$ cat src/rtl/uart_tx_arbiter.sv
// uart_tx_arbiter
//   Shares one half-duplex RS485 uart_tx between NUM_REQ frame sources.
//   A round-robin arbiter grants one whole frame at a time. The frame bytes
//   are read through a shared byte port with one-cycle read latency and are
//   handed to uart_tx one byte at a time. Every frame, including a rejected
//   one, is followed by an idle guard period so the bus can turn around.
// Ports
//   CLK, reset      clock; asynchronous active-high reset
//   req_i           per-source frame request, held until frame_done/frame_err
//   req_len_i       per-source frame length, 6 bits each, sampled at grant
//   byte_data_i     per-source byte, 8 bits each, valid 1 cycle after byte_addr_o
//   byte_addr_o     index of the byte being read from the granted source
//   grant_o         one-hot registered grant, zero when idle
//   frame_done_o    1-cycle pulse when the frame of source i has been sent
//   frame_err_o     1-cycle pulse when the frame of source i is rejected/aborted
//   tx_transmit_o   1-cycle start pulse to uart_tx
//   tx_data_o       byte to uart_tx, stable from tx_transmit_o until tx_done_i
//   tx_active_i     uart_tx busy
//   tx_done_i       uart_tx byte-complete pulse
//   busy_o          high whenever the arbiter is not idle
module uart_tx_arbiter #(
  parameter int NUM_REQ      = 3,
  parameter int MAX_LEN      = 32,
  parameter int GUARD_CYCLES = 16,
  parameter int TX_TIMEOUT   = 4096
) (
  input  logic                 CLK,
  input  logic                 reset,
  input  logic [NUM_REQ-1:0]   req_i,
  input  logic [6*NUM_REQ-1:0] req_len_i,
  input  logic [8*NUM_REQ-1:0] byte_data_i,
  output logic [5:0]           byte_addr_o,
  output logic [NUM_REQ-1:0]   grant_o,
  output logic [NUM_REQ-1:0]   frame_done_o,
  output logic [NUM_REQ-1:0]   frame_err_o,
  output logic                 tx_transmit_o,
  output logic [7:0]           tx_data_o,
  input  logic                 tx_active_i,
  input  logic                 tx_done_i,
  output logic                 busy_o
);

  localparam int IW = $clog2(NUM_REQ);
  localparam int TW = $clog2(TX_TIMEOUT + 1);
  localparam int GW = $clog2(GUARD_CYCLES + 1);

  typedef enum logic [2:0] {
    S_IDLE      = 3'd0,
    S_FETCH     = 3'd1,
    S_SEND      = 3'd2,
    S_WAIT_DONE = 3'd3,
    S_GUARD     = 3'd4
  } state_t;

  state_t             state_q, state_d;
  logic [IW-1:0]      rr_q, rr_d;
  logic [IW-1:0]      sel_q, sel_d;
  logic [5:0]         len_q, len_d;
  logic [5:0]         byte_addr_q, byte_addr_d;
  logic [NUM_REQ-1:0] grant_q, grant_d;
  logic [NUM_REQ-1:0] frame_done_q, frame_done_d;
  logic [NUM_REQ-1:0] frame_err_q, frame_err_d;
  logic               tx_transmit_q, tx_transmit_d;
  logic [7:0]         tx_data_q, tx_data_d;
  logic [TW-1:0]      tmo_q, tmo_d;
  logic [GW-1:0]      guard_q, guard_d;

  logic               win_found_s;
  logic [IW-1:0]      win_idx_s;
  logic [IW-1:0]      rr_next_s;
  logic [5:0]         win_len_s;
  logic [NUM_REQ-1:0] win_onehot_s;
  logic [NUM_REQ-1:0] sel_onehot_s;
  logic [7:0]         sel_byte_s;
  logic               sel_req_s;

  // Round-robin winner: lowest requesting index at or above rr_q, otherwise
  // wrap to the lowest requesting index overall. The second loop overrides
  // the first only when a candidate at or above the pointer exists.
  always_comb begin
    win_found_s = 1'b0;
    win_idx_s   = '0;
    for (int i = NUM_REQ - 1; i >= 0; i--) begin
      win_found_s = req_i[i] ? 1'b1 : win_found_s;
      win_idx_s   = req_i[i] ? IW'(i) : win_idx_s;
    end
    for (int i = NUM_REQ - 1; i >= 0; i--) begin
      win_idx_s = (req_i[i] && (IW'(i) >= rr_q)) ? IW'(i) : win_idx_s;
    end
    rr_next_s    = (win_idx_s == IW'(NUM_REQ - 1)) ? '0 : (win_idx_s + IW'(1));
    win_onehot_s = {{(NUM_REQ-1){1'b0}}, 1'b1} << win_idx_s;
    sel_onehot_s = {{(NUM_REQ-1){1'b0}}, 1'b1} << sel_q;
  end

  // Per-source field selection for the winner and for the granted source.
  always_comb begin
    win_len_s  = 6'd0;
    sel_byte_s = 8'd0;
    sel_req_s  = 1'b0;
    for (int i = 0; i < NUM_REQ; i++) begin
      win_len_s  = (win_idx_s == IW'(i)) ? req_len_i[6*i +: 6]   : win_len_s;
      sel_byte_s = (sel_q == IW'(i))     ? byte_data_i[8*i +: 8] : sel_byte_s;
      sel_req_s  = (sel_q == IW'(i))     ? req_i[i]              : sel_req_s;
    end
  end

  // Next-state and registered-output logic of the frame sequencer.
  always_comb begin
    state_d       = state_q;
    rr_d          = rr_q;
    sel_d         = sel_q;
    len_d         = len_q;
    byte_addr_d   = byte_addr_q;
    grant_d       = grant_q;
    frame_done_d  = '0;
    frame_err_d   = '0;
    tx_transmit_d = 1'b0;
    tx_data_d     = tx_data_q;
    tmo_d         = tmo_q;
    guard_d       = guard_q;
    case (state_q)
      S_IDLE: begin
        if (win_found_s) begin
          rr_d = rr_next_s;
          if ((win_len_s == 6'd0) || (win_len_s > 6'(MAX_LEN))) begin
            // Rejected length still consumes a turn and a guard period.
            frame_err_d = win_onehot_s;
            guard_d     = '0;
            state_d     = S_GUARD;
          end else begin
            grant_d     = win_onehot_s;
            sel_d       = win_idx_s;
            len_d       = win_len_s;
            byte_addr_d = 6'd0;
            state_d     = S_FETCH;
          end
        end else begin
          state_d = S_IDLE;
        end
      end
      S_FETCH: begin
        state_d = S_SEND;
      end
      S_SEND: begin
        // Never start a byte while the transmitter still reports busy.
        if (!tx_active_i) begin
          tx_data_d     = sel_byte_s;
          tx_transmit_d = 1'b1;
          tmo_d         = '0;
          state_d       = S_WAIT_DONE;
        end else begin
          state_d = S_SEND;
        end
      end
      S_WAIT_DONE: begin
        if (tx_done_i) begin
          if (byte_addr_q == (len_q - 6'd1)) begin
            frame_done_d = sel_onehot_s;
            grant_d      = '0;
            guard_d      = '0;
            state_d      = S_GUARD;
          end else if (!sel_req_s) begin
            frame_err_d = sel_onehot_s;
            grant_d     = '0;
            guard_d     = '0;
            state_d     = S_GUARD;
          end else begin
            byte_addr_d = byte_addr_q + 6'd1;
            state_d     = S_FETCH;
          end
        end else if (tmo_q == TW'(TX_TIMEOUT - 1)) begin
          frame_err_d = sel_onehot_s;
          grant_d     = '0;
          guard_d     = '0;
          state_d     = S_GUARD;
        end else begin
          tmo_d = tmo_q + TW'(1);
        end
      end
      S_GUARD: begin
        if (guard_q == GW'(GUARD_CYCLES - 1)) begin
          state_d = S_IDLE;
        end else begin
          guard_d = guard_q + GW'(1);
        end
      end
      default: begin
        state_d = S_IDLE;
        grant_d = '0;
      end
    endcase
  end

  // State and output registers; reset aborts any frame without pulses.
  always_ff @(posedge CLK or posedge reset) begin
    if (reset) begin
      state_q       <= S_IDLE;
      rr_q          <= '0;
      sel_q         <= '0;
      len_q         <= 6'd0;
      byte_addr_q   <= 6'd0;
      grant_q       <= '0;
      frame_done_q  <= '0;
      frame_err_q   <= '0;
      tx_transmit_q <= 1'b0;
      tx_data_q     <= 8'd0;
      tmo_q         <= '0;
      guard_q       <= '0;
    end else begin
      state_q       <= state_d;
      rr_q          <= rr_d;
      sel_q         <= sel_d;
      len_q         <= len_d;
      byte_addr_q   <= byte_addr_d;
      grant_q       <= grant_d;
      frame_done_q  <= frame_done_d;
      frame_err_q   <= frame_err_d;
      tx_transmit_q <= tx_transmit_d;
      tx_data_q     <= tx_data_d;
      tmo_q         <= tmo_d;
      guard_q       <= guard_d;
    end
  end

  assign byte_addr_o   = byte_addr_q;
  assign grant_o       = grant_q;
  assign frame_done_o  = frame_done_q;
  assign frame_err_o   = frame_err_q;
  assign tx_transmit_o = tx_transmit_q;
  assign tx_data_o     = tx_data_q;
  assign busy_o        = (state_q != S_IDLE);

endmodule

$ cat config.mk
export PLATFORM = sky130hd
export DESIGN_NAME = uart_tx_arbiter
export DESIGN_NICKNAME = d
export VERILOG_FILES = /design/src/rtl/uart_tx_arbiter.sv
export SDC_FILE = /design/constraint.sdc
export NUM_CORES = 1
export LEC_CHECK = 0
export CORE_MARGIN = 5
export CORE_UTILIZATION = 29
export DETAILED_ROUTE_END_ITERATION = 10
export GPL_TIMING_DRIVEN = 0
export PLACE_DENSITY_LB_ADDON = 0.05
export SETUP_SLACK_MARGIN = 0.15
export SLEW_MARGIN = 10
export SYNTH_ARGS = -nofsm -noshare
export SYNTH_HDL_FRONTEND = slang
export SYNTH_SLANG_ARGS = --single-unit
$ cat constraint.sdc
create_clock -name CLK -period 3.3 [get_ports CLK]
set_input_delay 0.33 -clock CLK [delete_from_list [all_inputs] [get_ports CLK]]
set_output_delay 0.33 -clock CLK [all_outputs]
set_load 0.01 [all_outputs]
; After elaboration in Yosys (flattened, before gate mapping)
; Index checks and enable logic that the tools add are counted.
[word_totals]
reg_bits = 55
latchBits = 0
ramBits = 0
mem_bits_ro = 0
inputBits = 49
out_inout_bits = 25
word_cells = 136
memories = 0
[op_classes]
n_addsub = 5
multipliers = 0
div_mod_pow = 0
n_lt_le_gt_ge = 4
eq_ne = 24
n_shift = 2
n_mux = 65
bitwise_logic = 3
reduce_logical = 21
[ops]
columns = op, n
row1 = two-way mux 3 bit, 22
row2 = two-way mux 6 bit, 8
row3 = two-way mux 13 bit, 3
row4 = two-way mux 5 bit, 7
row5 = case mux 13 bit (2 select lines), 1
row6 = two-way mux 8 bit, 3
row7 = inequality test 2 bit (second input constant), 11
row8 = case mux 3 bit (5 select lines), 1
row9 = case mux 5 bit (3 select lines), 1
row10 = two-way mux 2 bit, 7
row11 = adder 13 x 1 -> 13 bit (second input constant), 1
row12 = equality test 13 x 12 -> 1 bit (second input constant), 1
row13 = case mux 6 bit (2 select lines), 1
row14 = AND reduction 6 bit, 2
row15 = two-way mux 1 bit, 9
row16 = case mux 3 bit (3 select lines), 1
row17 = adder 6 x 1 -> 6 bit (second input constant), 1
row18 = equality test 3 x 2 -> 1 bit (second input constant), 2
row19 = equality test 6 bit, 1
row20 = > comparator 6 bit (second input constant), 1
row21 = zero test 6 bit, 1
row22 = case mux 3 bit (2 select lines), 1
row23 = AND reduction 2 bit, 3
row24 = nonzero test 3 bit, 2
row25 = other kinds (23), 33

; Logic depth before layout (Yosys ltp)
[logic_depth]
ltp_word = 15
ltp_mapped = 10

; Worst setup path before layout
; No wires, ideal clock.
[synth_path]
path_kind = register -> register
start = register rr_q[0]
end = register sel_q[1]
t_arrival_ps = 2449
required_ps = 3172
slack_ps = 723
path_stages_with_launch = 10
synth_period_minus_slack_ps = 2577
cell_sequence = dfrtp_1 > nand3b_1 > a31o_1 > and2_0 > a221o_1 > or3_1 > buf_2 > mux2i_1 > buf_4 > mux2_1
[synth_via]
elab_chain_cells = 13
elab_cells_between_ends = 20
[synth_lines]
columns = element, line_no
row1 = start: declaration, 56  ; logic [IW-1:0] rr_q, rr_d;
row2 = start signal: assignment, 211  ; rr_q <= rr_d;
row3 = greater-or-equal comparator 2 bit, 88  ; win_idx_s = (req_i[i] && (IW'(i) >= rr_q)) ? IW'(i) : win_idx_s;
row4 = logical AND 1 bit, 88
row5 = two-way mux 2 bit (2 in series), 88
row6 = two-way mux 2 bit *, 88
row7 = zero test 2 bit, 101  ; win_len_s = (win_idx_s == IW'(i)) ? req_len_i[6*i +: 6] : win_len_s;
row8 = two-way mux 6 bit (3 in series), 101
row9 = > comparator 6 bit or zero test 6 bit (tied branches), 125  ; if ((win_len_s == 6'd0) || (win_len_s > 6'(MAX_LEN))) begin
row10 = logical OR 1 bit, 125
row11 = NOT 1 bit (no line), n/a
row12 = AND reduction 3 bit (no line), n/a
row13 = end signal: assignment, 212  ; sel_q <= sel_d;
row14 = end: declaration, 57  ; logic [IW-1:0] sel_q, sel_d;
; Every way passes the cells marked *; elsewhere a longest branch is shown, timed or not.
; A chain may end at the register's enable or synchronous reset.

; Final worst setup path
[layout_path]
start = input port req_i[1]
end = register grant_q[0] (netlist: grant_o[0])
[layout_via]
elab_chain_cells = 13
elab_cells_between_ends = 27
[layout_lines]
columns = element, line_no
row1 = start: declaration, 29  ; input logic [NUM_REQ-1:0] req_i,
row2 = two-way mux 2 bit (2 in series), 85  ; win_idx_s = req_i[i] ? IW'(i) : win_idx_s;
row3 = two-way mux 2 bit (3 in series), 88
row4 = zero test 2 bit, 101
row5 = two-way mux 6 bit (3 in series), 101
row6 = > comparator 6 bit or zero test 6 bit (tied branches), 125
row7 = logical OR 1 bit, 125
row8 = inequality test 2 bit (no line), n/a
row9 = AND reduction 5 bit (no line), n/a
row10 = end signal: assignment, 215  ; grant_q <= grant_d;
row11 = end: declaration, 60  ; logic [NUM_REQ-1:0] grant_q, grant_d;
; Several ways; a longest one is shown, not always the timed one. The select of a mux whose other input is x is not followed.

==> results.sh <==
export IMPL_outcome="completed"
export IMPL_arrival_ns=3.18
export IMPL_fin_cells=551
export IMPL_routed_wl_um=8620
export IMPL_r2r_end="byte_addr_o[1]$_DFFE_PP0P_"
export IMPL_vdd_ir_drop_max_v=0.000292
export IMPL_period_minus_slack_ns=2.96
export IMPL_met2_length_um=3930
export IMPL_cpPeakStageDelay_ns=0.49
export IMPL_ys_seq_area_frac=0.448
export IMPL_start_kind="primary input"
export IMPL_p_sw_w=0.00118
export IMPL_highest_layer="met4"
export IMPL_worst_ep_required_time_ns=3.51
export IMPL_async_flop_share=1.00
export IMPL_yosys_warnings=0
export IMPL_synth_top_family_by_area="simple AND/OR/NAND/NOR gates"
export IMPL_total_power_w=0.00295
export IMPL_p_leak_nw=1.71
export IMPL_antenna_found_initial=0
export IMPL_worst_slew_pin_transition_ns=0.779
export IMPL_crit_path_frequent_cell="buf_2"
export IMPL_synth_avg_cell_area_um2=9.32
export IMPL_path_max_fanout=10
export IMPL_clock_tree_root_cell="clkbuf_8"
export IMPL_r2r_setup_slack_ns=0.42
export IMPL_gp_congestion=0.726
export IMPL_timing_rr_start="sel_q[0]$_DFFE_PP0P_"
export IMPL_die_height_um=113
export IMPL_grt_ovfl_total=0
export IMPL_dp_cells=538
export IMPL_cts_tree="done"
export IMPL_yosys_register_bits=55
export IMPL_finalHoldViolCount=0
export IMPL_coreArea_um2=10300
export IMPL_worstHoldPathType="in -> async"
export IMPL_grt_pass1_wl_um=14400
export IMPL_yosys_cell_types_count=57
export IMPL_synth_compound_area_frac=0.165
export IMPL_detail_route_wl_per_cell_um=15.6
export IMPL_drv_slew=0
export IMPL_p_per_area_nw_per_um2=714
export IMPL_clkPwrFrac=0.157
export IMPL_wl_met1_um=4250
export IMPL_synthAdderAreaFrac=0.0204
export IMPL_rsz0062_at_grt="false"
export IMPL_drc=0
export IMPL_syn_num_nets=384
export IMPL_intPower_w=0.00177
export IMPL_dr_pass1_iters=4
export IMPL_ant_nets=0
export IMPL_p_sw_frac=0.400
export IMPL_rows=37
export IMPL_dieArea_um2=12800
export IMPL_synth_edf_count=0
export IMPL_clk_latency_ns=0.31
export IMPL_grt_max_degree=56
export IMPL_vias=2700
export IMPL_htree_levels=2
export IMPL_post_synth_mux_area_share=0.0684
export IMPL_end_kind="flop"
export IMPL_drv_cap=0
export IMPL_drtIter0Drc=110
export IMPL_numCtsBuffers=5
export IMPL_dp_hpwl_um=6420
export IMPL_period_share=0.897
export IMPL_p_comb_frac=0.484
export IMPL_nNetsFinal=468
export IMPL_n_antenna_cell=0
export IMPL_start_util=0.298
export IMPL_fill_cells=1050
export IMPL_wl_met3_um=366
export IMPL_finalClockSkew_ns=0.00790
export IMPL_cp_slowest_cell="clkdlybuf4s50_1"
export IMPL_final_cell_mix="clkdlybuf4s50_1 (71), dfrtp_1 (55), nor2_1 (38)"
export IMPL_hold_buffers=0
export IMPL_viasPerCell=4.90
export IMPL_die_w_um=113
export IMPL_path_clk_slew_ns=0.11
export IMPL_io_buffers=72
export IMPL_seqPwrFrac=0.359
export IMPL_synthFlopType="dfrtp_1"
export IMPL_syn_inst=330
export IMPL_ios=74
export IMPL_clock_fmax_ghz=0.338
export IMPL_grt_use_total=0.138
export IMPL_grt_pass1_vias=2736
export IMPL_synth_area_um2=3070
export IMPL_clockBufferDepth=2
export IMPL_synthXorXnorAreaFrac=0.0513
export IMPL_layout_drive_gt1_share=0.0530
export IMPL_final_common_cell="clkdlybuf4s50_1"
export IMPL_rr_worst_depth=9
export IMPL_slew_headroom=0.473
export IMPL_areaGrowthSynthToFinish_pct=34.5
export IMPL_clock_sinks=55
export IMPL_final_setup_viol_count=0
export IMPL_worstPathCellList="clkdlybuf4s50_1, buf_2, nor2_1, a31o_2, and2_0, a221o_1, or3_1, buf_2, mux2i_4, buf_6, buf_4, a22o_1"
export IMPL_synthSimpleGateAreaFrac=0.214
export IMPL_path_class="in -> reg"
## sequential cells by signal, indices dropped and copies added, names as in the netlist
name	flops
byte_addr_o	6
frame_done_o	3
tx_data_o	8
len_q	6
grant_o	3
tx_transmit_o	1
tmo_q	13
frame_err_o	3
state_q	3
guard_q	5
sel_q	2
rr_q	2
## cell usage after synthesis, types with 4 or more instances
master    number  area [um2]
dfrtp_1       55        1380
nor2_1        38         143
a21oi_1       29         145
nand2_1       25        93.8
xor2_1        13         114
inv_1         12        45.0
mux2i_1       12         120
clkbuf_1      11        41.3
nand3_1       11        55.1
nor3_1         9        45.0
nand4_1        8        50.1
mux2_1         7        78.8
o21ai_0        7        35.0
and3_1         5        31.3
ha_1           5        62.6
xnor2_1        5        43.8
a22o_1         4        35.0
nand2b_1       4        25.0
nor2b_1        4        25.0
nor4_1         4        25.0
nor4b_1        4        35.0
o211ai_1       4        30.0
o22ai_1        4        25.0
## logic make-up (layout without fill, tap and decap cells)
group | after synthesis | after routing
muxes | 20 | 20
xor gates and xnor gates | 18 | 18
and+or+nand+nor | 129 | 129
AOI/OAI and AO/OA | 77 | 77
buffers and inverters | 26 | 111
DFF | 55 | 55
adders and majority gates | 5 | 5
## routing by layer
layer,GRT usage,vias to the layer above
li1,-,1381
met1,0.187,1271
met2,0.228,43
met3,0.0294,5
met4,0.0264,0
met5,0,-
## power groups by stage
stage	Combinational, W	Sequential, W	Clock, W
2_1_floorplan	0.000870	0.00107	0
3_3_place_gp	0.00141	0.00107	0
3_5_place_dp	0.00141	0.00108	0
4_1_cts	0.00143	0.00106	0.000484
5_1_grt	0.00161	0.00110	0.000514
6_report	0.00143	0.00106	0.000465
## worst max-delay path by stage
| stage | cells after the start | slack (ns) | from | to |
|---|---|---|---|---|
| after floorplan | 9 | 0.72 | rr_q[0]$_DFFE_PP0P_ | sel_q[1]$_DFFE_PP0P_ |
| after global placement | 11 | -0.26 | req_i[1] | sel_q[0]$_DFFE_PP0P_ |
| after detailed placement | 11 | -0.23 | req_i[1] | len_q[4]$_DFFE_PP0P_ |
| after CTS | 11 | 0.17 | req_i[1] | len_q[4]$_DFFE_PP0P_ |
| after global routing | 9 | 0.18 | sel_q[0]$_DFFE_PP0P_ | byte_addr_o[1]$_DFFE_PP0P_ |
| final | 12 | 0.34 | req_i[1] | grant_o[0]$_DFFE_PP0P_ |
## worst max-delay path, delay by kind of cell
family,cells,cell delay [ns]
buffers and inverters,5,1.19
AOI/OAI and AO/OA,3,0.84
and+or+nand+nor,3,0.61
muxes,1,0.21
## through the flow
step	instance area, um2	TNS, ns	utilization	worst slack [ns]	hold slack [ns]
5_1_grt	4140	0	0.401	0.182	0.528
4_1_cts	4100	0	0.397	0.167	0.487
3_5_place_dp	3970	-1.52	0.384	-0.227	0.492
2_1_floorplan	3070	0	-	0.723	0.445
3_3_place_gp	3970	-1.86	0.384	-0.260	0.477
6_report	4140	0	0.401	0.338	0.483
## final cells by class
| cell class | instances | area (um2) | area share |
|---|---|---|---|
| inverters | 12 | 47.5 | 0.0115 |
| flip-flops and latches | 55 | 1380 | 0.333 |
| multi-input cells | 249 | 1610 | 0.389 |
| repair buffers | 77 | 761 | 0.184 |
| plain buffers | 14 | 62.6 | 0.0151 |
| well taps | 136 | 170 | 0.0411 |
| clock buffers | 6 | 72.6 | 0.0175 |
| clock inverters | 2 | 38.8 | 0.00938 |
## what timing repair did
action | CTS | global route
buffers inserted | 3 | 2
endpoints found under the setup margin | 7 | 7
resized for setup | 0 | 5
pin swaps | 0 | 2
Note: power is estimated with default switching activity, not from simulation.
==> patch: new RTL, same settings <==
Change the parameter `GUARD_CYCLES` from 16 to 32.
--- a/src/rtl/uart_tx_arbiter.sv
+++ b/src/rtl/uart_tx_arbiter.sv
@@ -23,3 +23,3 @@
   parameter int MAX_LEN      = 32,
-  parameter int GUARD_CYCLES = 16,
+  parameter int GUARD_CYCLES = 32,
   parameter int TX_TIMEOUT   = 4096
Function: same outputs for any inputs over 10 cycles, from zero or initial values and one cycle with reset high; that may be too few to reach the edited logic, so the function may still have changed.
==> patch against the unedited design <==
- non-clock buffer count fell by 8
- cell area rose by 3.4%
- worst setup slack lost 0.048 ns
- total power is 3.9% higher
- synthesized area grew 4.6%
- fmax is 1.6% lower
- sequential cell count grew 1
- routed wire length up 1.4%
- global-route usage about the same
==> patch: results <==
metrics = {
    "power_and_ir_drop": {
        "vdd_ir_drop_max_mv": 0.277,
        "p_switching_mw": 1.20,
        "p_leak_nw": 1.83,
        "power_density_mw_per_mm2": 717,
    },
    "place": {
        "dpl.hpwl_um": 6600,
        "dp_slack_ns": -0.134,
        "place_congestion": 0.769,
        "portBuffers": 72,
        "dp_cells": 548,
        "dpl_cell_area_sq_mm": 0.00411,
    },
    "synth": {
        "synth_area_leaders": "dfrtp_1 (44%), mux2i_1 (5.0%), a21oi_1 (4.5%)",
        "synth_common_cells": "dfrtp_1 (56), nor2_1 (36), a21oi_1 (29)",
        "synth_cell_type_count": 62,
        "yosysSeqAreaShare_pct": 43.6,
        "avgSynthCellArea_sq_um": 9.57,
        "syn_nets": 389,
    },
    "detailed_routing": {
        "drt_iter0_drc": 117,
        "routed_via_density": 4.99,
        "dr.pass1.iters": 6,
        "wl_per_cell_um": 15.7,
    },
    "setup_path": {
        "crit_start": "len_q[0]",
        "reg2reg_depth": 8,
        "path_max_fanout": 5,
        "crit_arrival_ns": 3.18,
        "crit_end": "frame_err_o[2]",
    },
    "global_routing": {
        "globalRouteTotalUtil_pct": 13.8,
        "grt_max_degree": 57,
        "grt_pass1_vias": 2822,
        "grt_pass1_wl_um": 14500,
        "antenna_found_initial": 0,
    },
    "min_path": {
        "hold_class": "in -> reg",
    },
    "timing": {
        "relSlewSlack_pct": 37.7,
        "skew_ns": 0.0126,
        "finalHoldViolCount": 0,
        "fmax_mhz": 332,
    },
    "finish": {
        "nets": 470,
        "regMostFlops": "tmo_q",
        "final_cells": 558,
        "antenna_cells": 0,
        "layout-drive-gt1-share_pct": 6.46,
        "n_fill_cell": 1133,
    },
    "cts": {
        "path_clk_slew_ns": 0.11,
        "cts_made_buffers": 5,
        "worst_skew_pair.late_latency_ns": 0.32,
        "htree_num_levels": 2,
        "clockBufferDepth": 2,
        "cts_root_buf": "clkbuf_8",
    },
    "outcome": {
        "status": "complete, no violations",
    },
}
-- patch: cell count changes in the layout (fill, tap and decap cells not counted), sizes merged, moves of 4 or more --
cell    delta
xnor2      +5
clkbuf     -6
mux2       -4
mux2i      +4
nor4b      -4
-- patch: critical path, cell delays in order (launching register included) --
cell and delay (ns):
dfrtp_1 0.46, inv_1 0.07, ha_1 0.31, xnor2_1 0.13, a2111oi_1 0.80, nand2_1 0.29, and3_1 0.24, o21ai_0 0.39
o22ai_1 0.17
-- patch: kinds of logic (layout without fill, tap and decap cells) --
logic type      Yosys count  after routing  synth area share [%]
simple gates            131            131                  21.5
compound gates           80             80                  17.9
flops                    56             56                  43.6
buf+inv                  24            106                  2.84
xor+xnor                 21             21                  5.72
mux                      20             20                  6.85
fa+ha+maj                 4              4                  1.56
-- patch: how the worst min path moves through the flow --
| stage | startpoint | end | slack, ns | cells after the start |
|---|---|---|---|---|
| 6_report | tx_done_i | tmo_q[0] | 0.45 | 3 |
| 5_1_grt | tx_done_i | tmo_q[1] | 0.47 | 3 |
| 4_1_cts | tx_done_i | tmo_q[0] | 0.43 | 3 |
| 3_5_place_dp | tmo_q[1] | tmo_q[1] | 0.53 | 2 |
| 3_3_place_gp | tx_data_o[1] | tx_data_o[1] | 0.52 | 2 |
| 2_1_floorplan | tmo_q[1] | tmo_q[1] | 0.49 | 2 |
-- patch: repair_timing --
action                     CTS  global route
setup endpoints to repair    0            14
setup buffers                0             2
resized for setup            0             3
-- patch: stage by stage --
stage	hold WS [ns]	power, mW
final	0.452	3.07
after CTS	0.434	3.08
after floorplan	0.486	1.98
after global routing	0.472	3.32
after detailed placement	0.527	2.51
after global placement	0.516	2.50
-- patch: power by group through the flow --
stage          combinational [mW]  clock, mW  sequential [mW]
2_1_floorplan               0.923          0             1.06
3_3_place_gp                 1.43          0             1.07
3_5_place_dp                 1.44          0             1.07
4_1_cts                      1.45      0.573             1.06
5_1_grt                      1.63      0.599             1.09
6_report                     1.46      0.549             1.06
-- patch: layout make-up --
cell class / instances / share of cell area [%]
buffer: 9 / 0.819
clock buffer: 5 / 1.61
clock inverter: 3 / 1.61
inverter: 15 / 1.38
multi-input combinational: 256 / 40.5
sequential: 56 / 32.8
tap: 140 / 4.10
timing repair buffer: 74 / 17.3
-- patch: routing by layer --
| metal | up-vias | GRT usage, % | part of all wire, % |
|---|---|---|---|
| met4 | 0 | 3.05 | 0.91 |
| met2 | 59 | 22.0 | 45 |
| met5 | - | 0 | 0 |
| li1 | 1372 | - | - |
| met1 | 1347 | 18.7 | 48 |
| met3 | 5 | 3.74 | 5.2 |
